===== src/rtl/fetch_ctrl.sv =====
// Dual-issue fetch sequencer: owns the PC, drives the 2-wide ROM address, tracks the
// single in-flight read and buffers returned instruction pairs for decode.
module fetch_ctrl #(
  parameter int          DEPTH    = 2,
  parameter logic [31:0] RESET_PC = 32'h0000_0000,
  parameter logic [31:0] NOP      = 32'h0000_0013
) (
  input  logic        clk,
  input  logic        rst,
  output logic [9:0]  rom_addr,
  input  logic [31:0] rom_instr1,
  input  logic [31:0] rom_instr2,
  input  logic        redirect_valid,
  input  logic [31:0] redirect_pc,
  output logic        out_valid,
  input  logic        out_ready,
  output logic [31:0] out_pc,
  output logic [31:0] out_instr1,
  output logic [31:0] out_instr2,
  output logic        out_valid2
);

  localparam int AW = (DEPTH > 1) ? $clog2(DEPTH) : 1;

  logic [31:0]   pc;
  logic [31:0]   next_pc;
  logic [31:0]   inflight_pc;
  logic          inflight;
  logic [AW:0]   wr_ptr;
  logic [AW:0]   rd_ptr;
  logic [AW:0]   occupancy;
  logic [AW+1:0] demand;
  logic          pop;
  logic          push;
  logic          issue;
  logic          cap_valid2;
  logic [AW-1:0] head;

  logic [31:0] buf_pc     [DEPTH];
  logic [31:0] buf_instr1 [DEPTH];
  logic [31:0] buf_instr2 [DEPTH];
  logic        buf_valid2 [DEPTH];

  assign rom_addr  = pc[11:2];
  assign occupancy = wr_ptr - rd_ptr;
  assign head      = rd_ptr[AW-1:0];

  // Handshake: a pair transfers to decode on any cycle where out_valid && out_ready;
  // while out_valid is high and out_ready low, every out_* signal holds its value.
  assign pop  = out_valid & out_ready;
  assign push = inflight & ~redirect_valid;

  // Slots already committed (buffered plus in flight) after this cycle's pop.
  assign demand = {1'b0, occupancy} + {{(AW+1){1'b0}}, inflight} - {{(AW+1){1'b0}}, pop};
  assign issue  = ~redirect_valid & (demand < (AW+2)'(DEPTH));

  assign cap_valid2 = (inflight_pc[11:2] != 10'd1023);

  // The last ROM word has no partner, so the sequence wraps back to the ROM base.
  always_comb begin
    next_pc = '0;
    if (pc[11:2] != 10'd1023) begin
      next_pc = {20'd0, pc[11:0] + 12'd8};
    end
  end

  always_ff @(posedge clk or posedge rst) begin
    if (rst) begin
      pc          <= RESET_PC & ~32'd3;
      inflight    <= 1'b0;
      inflight_pc <= '0;
    end else if (redirect_valid) begin
      pc       <= redirect_pc & ~32'd3;
      inflight <= 1'b0;
    end else begin
      inflight <= issue;
      if (issue) begin
        inflight_pc <= pc;
        pc          <= next_pc;
      end
    end
  end

  // A redirect flushes the buffer; any pop that lands on the same edge is dropped here.
  always_ff @(posedge clk or posedge rst) begin
    if (rst) begin
      wr_ptr <= '0;
      rd_ptr <= '0;
    end else if (redirect_valid) begin
      wr_ptr <= '0;
      rd_ptr <= '0;
    end else begin
      if (push) wr_ptr <= wr_ptr + 1'b1;
      if (pop)  rd_ptr <= rd_ptr + 1'b1;
    end
  end

  always_ff @(posedge clk) begin
    if (push) begin
      buf_pc[wr_ptr[AW-1:0]]     <= inflight_pc;
      buf_instr1[wr_ptr[AW-1:0]] <= rom_instr1;
      buf_instr2[wr_ptr[AW-1:0]] <= cap_valid2 ? rom_instr2 : NOP;
      buf_valid2[wr_ptr[AW-1:0]] <= cap_valid2;
    end
  end

  // Empty buffer presents the reset-time filler rather than stale storage.
  always_comb begin
    out_valid  = 1'b0;
    out_pc     = '0;
    out_instr1 = NOP;
    out_instr2 = NOP;
    out_valid2 = 1'b0;
    if (occupancy != '0) begin
      out_valid  = 1'b1;
      out_pc     = buf_pc[head];
      out_instr1 = buf_instr1[head];
      out_instr2 = buf_instr2[head];
      out_valid2 = buf_valid2[head];
    end
  end

endmodule


===== config.mk =====
export PLATFORM = sky130hd
export DESIGN_NAME = fetch_ctrl
export DESIGN_NICKNAME = d
export VERILOG_FILES = /design/src/rtl/fetch_ctrl.sv
export SDC_FILE = /design/constraint.sdc
export NUM_CORES = 1
export LEC_CHECK = 0
export BUFFER_PORTS_ARGS = -buffer_cell sky130_fd_sc_hd__buf_2
export CORE_MARGIN = 5
export CORE_UTILIZATION = 55
export CTS_CLUSTER_DIAMETER = 40
export CTS_CLUSTER_SIZE = 40
export DETAILED_ROUTE_END_ITERATION = 12
export GPL_TIMING_DRIVEN = 0
export PLACE_DENSITY = 0.8
export SETUP_SLACK_MARGIN = 0.2
export SYNTH_ARGS = -nofsm -noshare
export SYNTH_HDL_FRONTEND = slang
export SYNTH_SLANG_ARGS = --single-unit

===== constraint.sdc =====
create_clock -name clk -period 3.85 [get_ports clk]
set_input_delay 0.77 -clock clk [delete_from_list [all_inputs] [get_ports clk]]
set_output_delay 0.77 -clock clk [all_outputs]
set_load 0.02 [all_outputs]

# [After elaboration in Yosys (flattened, before gate mapping)]
# Memory sizes are Yosys's and may differ from the RTL's.
# Index checks and enable logic that the tools add are counted.
[op_classes] n_addsub=6 n_lt_le_gt_ge=1 n_eq_ne=2 mux=16 n_bitwise=4 reduce_logical=5
[ops] op="$mux W32" n=6
[ops] op="$ne A10 B10 Y1 const B" n=2
[ops] op="$add A12 B4 Y12 const B" n=1
[ops] op="$mux W12" n=1
[ops] op="$mux W2" n=4
[ops] op="$reduce_bool A2 Y1" n=4
[ops] op="$mux W1" n=5
[ops] op="$add A2 B1 Y2 const B" n=2
[ops] op="$add A2 B1 Y3" n=1
[ops] op="$and A1 B1 Y1" n=3
[ops] op="$lt A3 B2 Y1 const B" n=1
[ops] op="$sub A3 B1 Y3" n=1
[ops] op="$reduce_and A2 Y1" n=1
[ops] op="$sub A2 B2 Y2" n=1
[ops] op="$not A1 Y1" n=1
[word_totals] ff_bits=69 mem_bits_rw=194 inputBits=100 out_inout_bits=108 n_memories=4
[memory_table] memory="buf_instr1" words=2 width=32 read_ports=1 rd_clocked_by_memory_dff=0 write_ports=1 line="40" source="logic [31:0] buf_instr1 [DEPTH];"
[memory_table] memory="buf_instr2" words=2 width=32 read_ports=1 rd_clocked_by_memory_dff=0 write_ports=1 line="41" source="logic [31:0] buf_instr2 [DEPTH];"
[memory_table] memory="buf_pc" words=2 width=32 read_ports=1 rd_clocked_by_memory_dff=0 write_ports=1 line="39" source="logic [31:0] buf_pc [DEPTH];"
[memory_table] memory="buf_valid2" words=2 width=1 read_ports=1 rd_clocked_by_memory_dff=0 write_ports=1 line="42" source="logic buf_valid2 [DEPTH];"

# [Depth between registers and ports, before layout]
[logic_depth] word_depth=9 depth_mapped=12

# [Least setup slack after synthesis]
# No wires, ideal clock.
[synth_path] path_type="input to register" start="in redirect_valid" end="mem buf_instr1[0][0], enable pin" setup_ns=0.465 arrival_ns=3.622 setup_slack_ns=-0.237 path_stages=4 cell_sequence="clkbuf_1 inv_1 clkbuf_1 and3_1"
[synth_between] elab_chain_cells=4
[synth_lines] item="start, declared" line="13" source="input logic redirect_valid,"
[synth_lines] item="$not A1 Y1 (no line)"
[synth_lines] item="$and A1 B1 Y1" line="51" source="assign push = inflight & ~redirect_valid;"
[synth_lines] item="$mux W1" line="99" source="if (push) begin"
[synth_lines] item="$mux W1 (implied by the code)" line="101" source="buf_instr1[wr_ptr[AW-1:0]] <= rom_instr1;"
[synth_lines] item="end, declared" line="40"
# Every way passes these cells.

# [Final worst setup path]
[layout_path] start="reg wr_ptr[0]" end="reg pc[10]"
[layout_between] elab_chain_cells=8 word_cells_on_any_way=9 cone_classes="add/sub (3); order compare (1); mux (1); bitwise (2); reduce/logical (2)"
[layout_lines] item="start, declared" line="29" source="logic [AW:0] wr_ptr;"
[layout_lines] item="start signal, assigned" line="93" source="if (push) wr_ptr <= wr_ptr + 1'b1;"
[layout_lines] item="$sub A2 B2 Y2 *" line="45" source="assign occupancy = wr_ptr - rd_ptr;"
[layout_lines] item="$reduce_bool A2 Y1" line="114" source="if (occupancy != '0) begin"
[layout_lines] item="$mux W1" line="114"
[layout_lines] item="$and A1 B1 Y1" line="50" source="assign pop = out_valid & out_ready;"
[layout_lines] item="$sub A3 B1 Y3 *" line="54" source="assign demand = {1'b0, occupancy} + {{(AW+1){1'b0}}, inflight} - {{(AW+1){1'b0}}, pop};"
[layout_lines] item="$lt A3 B2 Y1 *" line="55" source="assign issue = ~redirect_valid & (demand < (AW+2)'(DEPTH));"
[layout_lines] item="$and A1 B1 Y1 *" line="55"
[layout_lines] item="$reduce_bool A2 Y1 (no line) *"
[layout_lines] item="end signal, assigned" line="69" source="pc <= RESET_PC & ~32'd3;"
[layout_lines] item="end signal, assigned" line="73" source="pc <= redirect_pc & ~32'd3;"
[layout_lines] item="end signal, assigned" line="79" source="pc <= next_pc;"
[layout_lines] item="end, declared" line="25" source="logic [31:0] pc;"
# Mark *: on every way between the ends. The rest lies on a longest branch, timed or not.
# A chain may end at the register's enable or synchronous reset.

==> impl_metrics.toml <==
[place]
place.gp.congestion = 0.862
dpl.hpwl_mm = 15.3
place_ws_ps = 269
dp_cells = 1164
io_buffers = 202

[clock_network]
h-tree-depth = 1
cts_buffers = 29
cts_tree = "done"
cts_setup_buffers = 0
cts_buffer_depth = 3
insertion_delay_ps = 530
cts_sinks = 255
root_buffer = "clkbuf_16"
clkTransAtPathRegs_ps = 70

[floorplanning]
core_sq_um = 18800
num_io_pins = 208
die_h_um = 148
die_w_um = 148
dieArea_sq_um = 22000
initial_core_util_pct = 56.0
std_cell_rows = 50

[routing]
wl_mm = 22.2
drc = 0
viasPerCell = 5.36
wl_per_cell_um = 18.2
first_pass_iters = 4
detail-route-antenna-nets = 0
drt_iter0_markers = 330
vias = 6520

[synth]
synth_cell_types = 47
synth.most_common_cell = "edfxtp_1"
synth_area_leader_cell = "edfxtp_1"
synthFlopType = "edfxtp_1"
syn-mean-instance-area_sq_um = 14.5
synthesis.area_sq_um = 10500
yosys-top-cells-area = "edfxtp_1, dfrtp_1, mux2i_1, mux2_4, nor2_1"
yosys.area.top_type_share_pct = 54.3
async_flop_share_pct = 25.5
synth_common_cells = "edfxtp_1, nor2_1, mux2i_1"
yosysWarnings = 0
synth_edf_count = 190
seq_area_frac_synth_pct = 69.7
synth_seq_cells = 255
synthCells = 724

[sta]
slew_viol_final = 0
timing_hold_violations_final = 0
setup_slack_ps = 374
setup_tns_ps = 0
grt_setup_unrepaired = "false"
maxSlewHeadroom_pct = 17.9
min_period_ps = 3480
worst-slew-pin-transition_ps = 1220
setup_violations = 0
max_freq_mhz = 288
skew_ps = 11.6
fin_crit_sh_pct = 90.3

[status]
status = "complete, no violations"

[final_layout]
post_layout_nonfiller_instances = 1217
area_growth_pct = 22.7
final_nets = 1064
utilization_pct = 68.8
drive_above_1_share_pct = 32.8

[grt]
grt_max_degree = 59
grt_overflow = 0
grt.total_usage_pct = 19.8
grt_pass1_wl_mm = 34.7
antenna_found_initial = 1
grt_pass1_vias = 6706

[run]
drv_cap = 0

[setup_path]
end_kind = "flip-flop"
path_buf_inv = 4
slowest_stage = "or4b_2"
crit_fanout = 10
worstSetupPathType = "flip-flop to flip-flop"
reg2reg_to = "pc[10]"
reg2reg_depth = 11
cp_top_family = "adder cells"
crit_chain = "inv_1 -> ha_1 -> a21oi_2 -> ha_1 -> nand2b_1 -> fa_1 -> buf_2 -> inv_1 -> buf_1 -> or4b_2 -> o211ai_1"
crit_arrival_ps = 3910
rrSetupSlack_ps = 370
r2r_start = "wr_ptr[0]"
cp-start-kind = "flip-flop"
cpPeakStageDelay_ps = 720
crit_required_ps = 4280

[power_and_ir_drop]
p_leak_nw = 5.22
power_w = 0.0122
pwr_density_cell_nw_per_um2 = 944
peakVddDrop_v = 0.000891

[min_path]
hp-class = "primary input to asynchronous set/reset pin"
## kinds of logic after synthesis
logic type | after synthesis | synth area share [%]
and+or+nand+nor | 202 | 8.88
DFF | 255 | 69.7
buffers and inverters | 64 | 3.05
AOI/OAI and AO/OA | 64 | 3.59
adders and majority gates | 4 | 0.547
muxes | 125 | 13.3
xor gates and xnor gates | 9 | 0.892
other | 1 | 0.0357
## state kept, by name (all words and copies together) (netlist names)
signal	count
wr_ptr	2
inflight	1
inflight_pc	30
buf_instr1	64
rd_ptr	2
buf_valid2	2
pc	30
buf_pc	60
buf_instr2	64
## worst reg2reg max path: cells and delay by family, from the launching register on
kind	cells	cell delay, ps
flops	1	410
buf+inv	4	690
fa+ha+maj	3	1110
compound gates	2	310
simple gates	2	870
## worst max path at each step
stage                         from                end  slack [ps]  depth (start not counted)
floorplan                out_ready             pc[10]         760                         10
global placement    redirect_valid  buf_instr2[1][17]         -40                          4
detailed placement       out_ready             pc[10]         270                         11
CTS                      wr_ptr[0]             pc[10]         330                         11
global route             wr_ptr[0]             pc[10]         260                         11
finish                   wr_ptr[0]             pc[10]         370                         11
## layout by cell type, fill, tap and decap left out, types with 3 or more instances in the layout
cell and instances:
nand3_1 5, inv_6 7, xnor2_1 5, o21ai_0 43, edfxtp_1 190, nor2b_1 30
and2_1 3, or2_2 3, clkinvlp_4 3, nand2_1 39, a211oi_1 3, o211ai_1 3
clkbuf_16 31, clkinv_4 5, mux2_4 29, clkinv_8 3, clkbuf_1 30, buf_4 13
ha_1 3, mux2i_1 95, nand4_1 6, buf_6 3, dfrtp_1 65, inv_1 8
nor2_1 98, buf_2 209, o211a_1 3
## cell type report
class	instances	area (sq um)
clock buffers	33	783
fillers	1304	5860
inverters	9	33.8
repair buffers	205	1090
multi-input cells	406	2880
flip-flops and latches	255	7330
diodes	1	2.50
clock inverters	20	211
well taps	234	293
plain buffers	54	284
## timing repair
action                                  CTS  global route
gates resized for setup                   1             2
hold endpoints to repair                  0             0
endpoints found under the setup margin   25             1
hold buffers                              0             0
cloned                                    0             0
## report_power, final
part           switching, W  internal, W
logic               0.00345      0.00209
clock network       0.00114      0.00158
registers          0.000307      0.00361
## through the flow
stage	area, sq um	hold slack, ps
finish	12900	315
global route	12900	345
CTS	12900	306
detailed placement	11900	462
global placement	11800	450
floorplan	10500	437
## layer usage
metal,track usage (%),vias up,part of all wire (%)
met3,3.41,32,7.0
li1,-,3084,-
met1,26.2,3152,41
met5,0,-,0
met2,34.5,252,50
met4,4.53,0,1.8
Power figures use the tool's default switching activity.
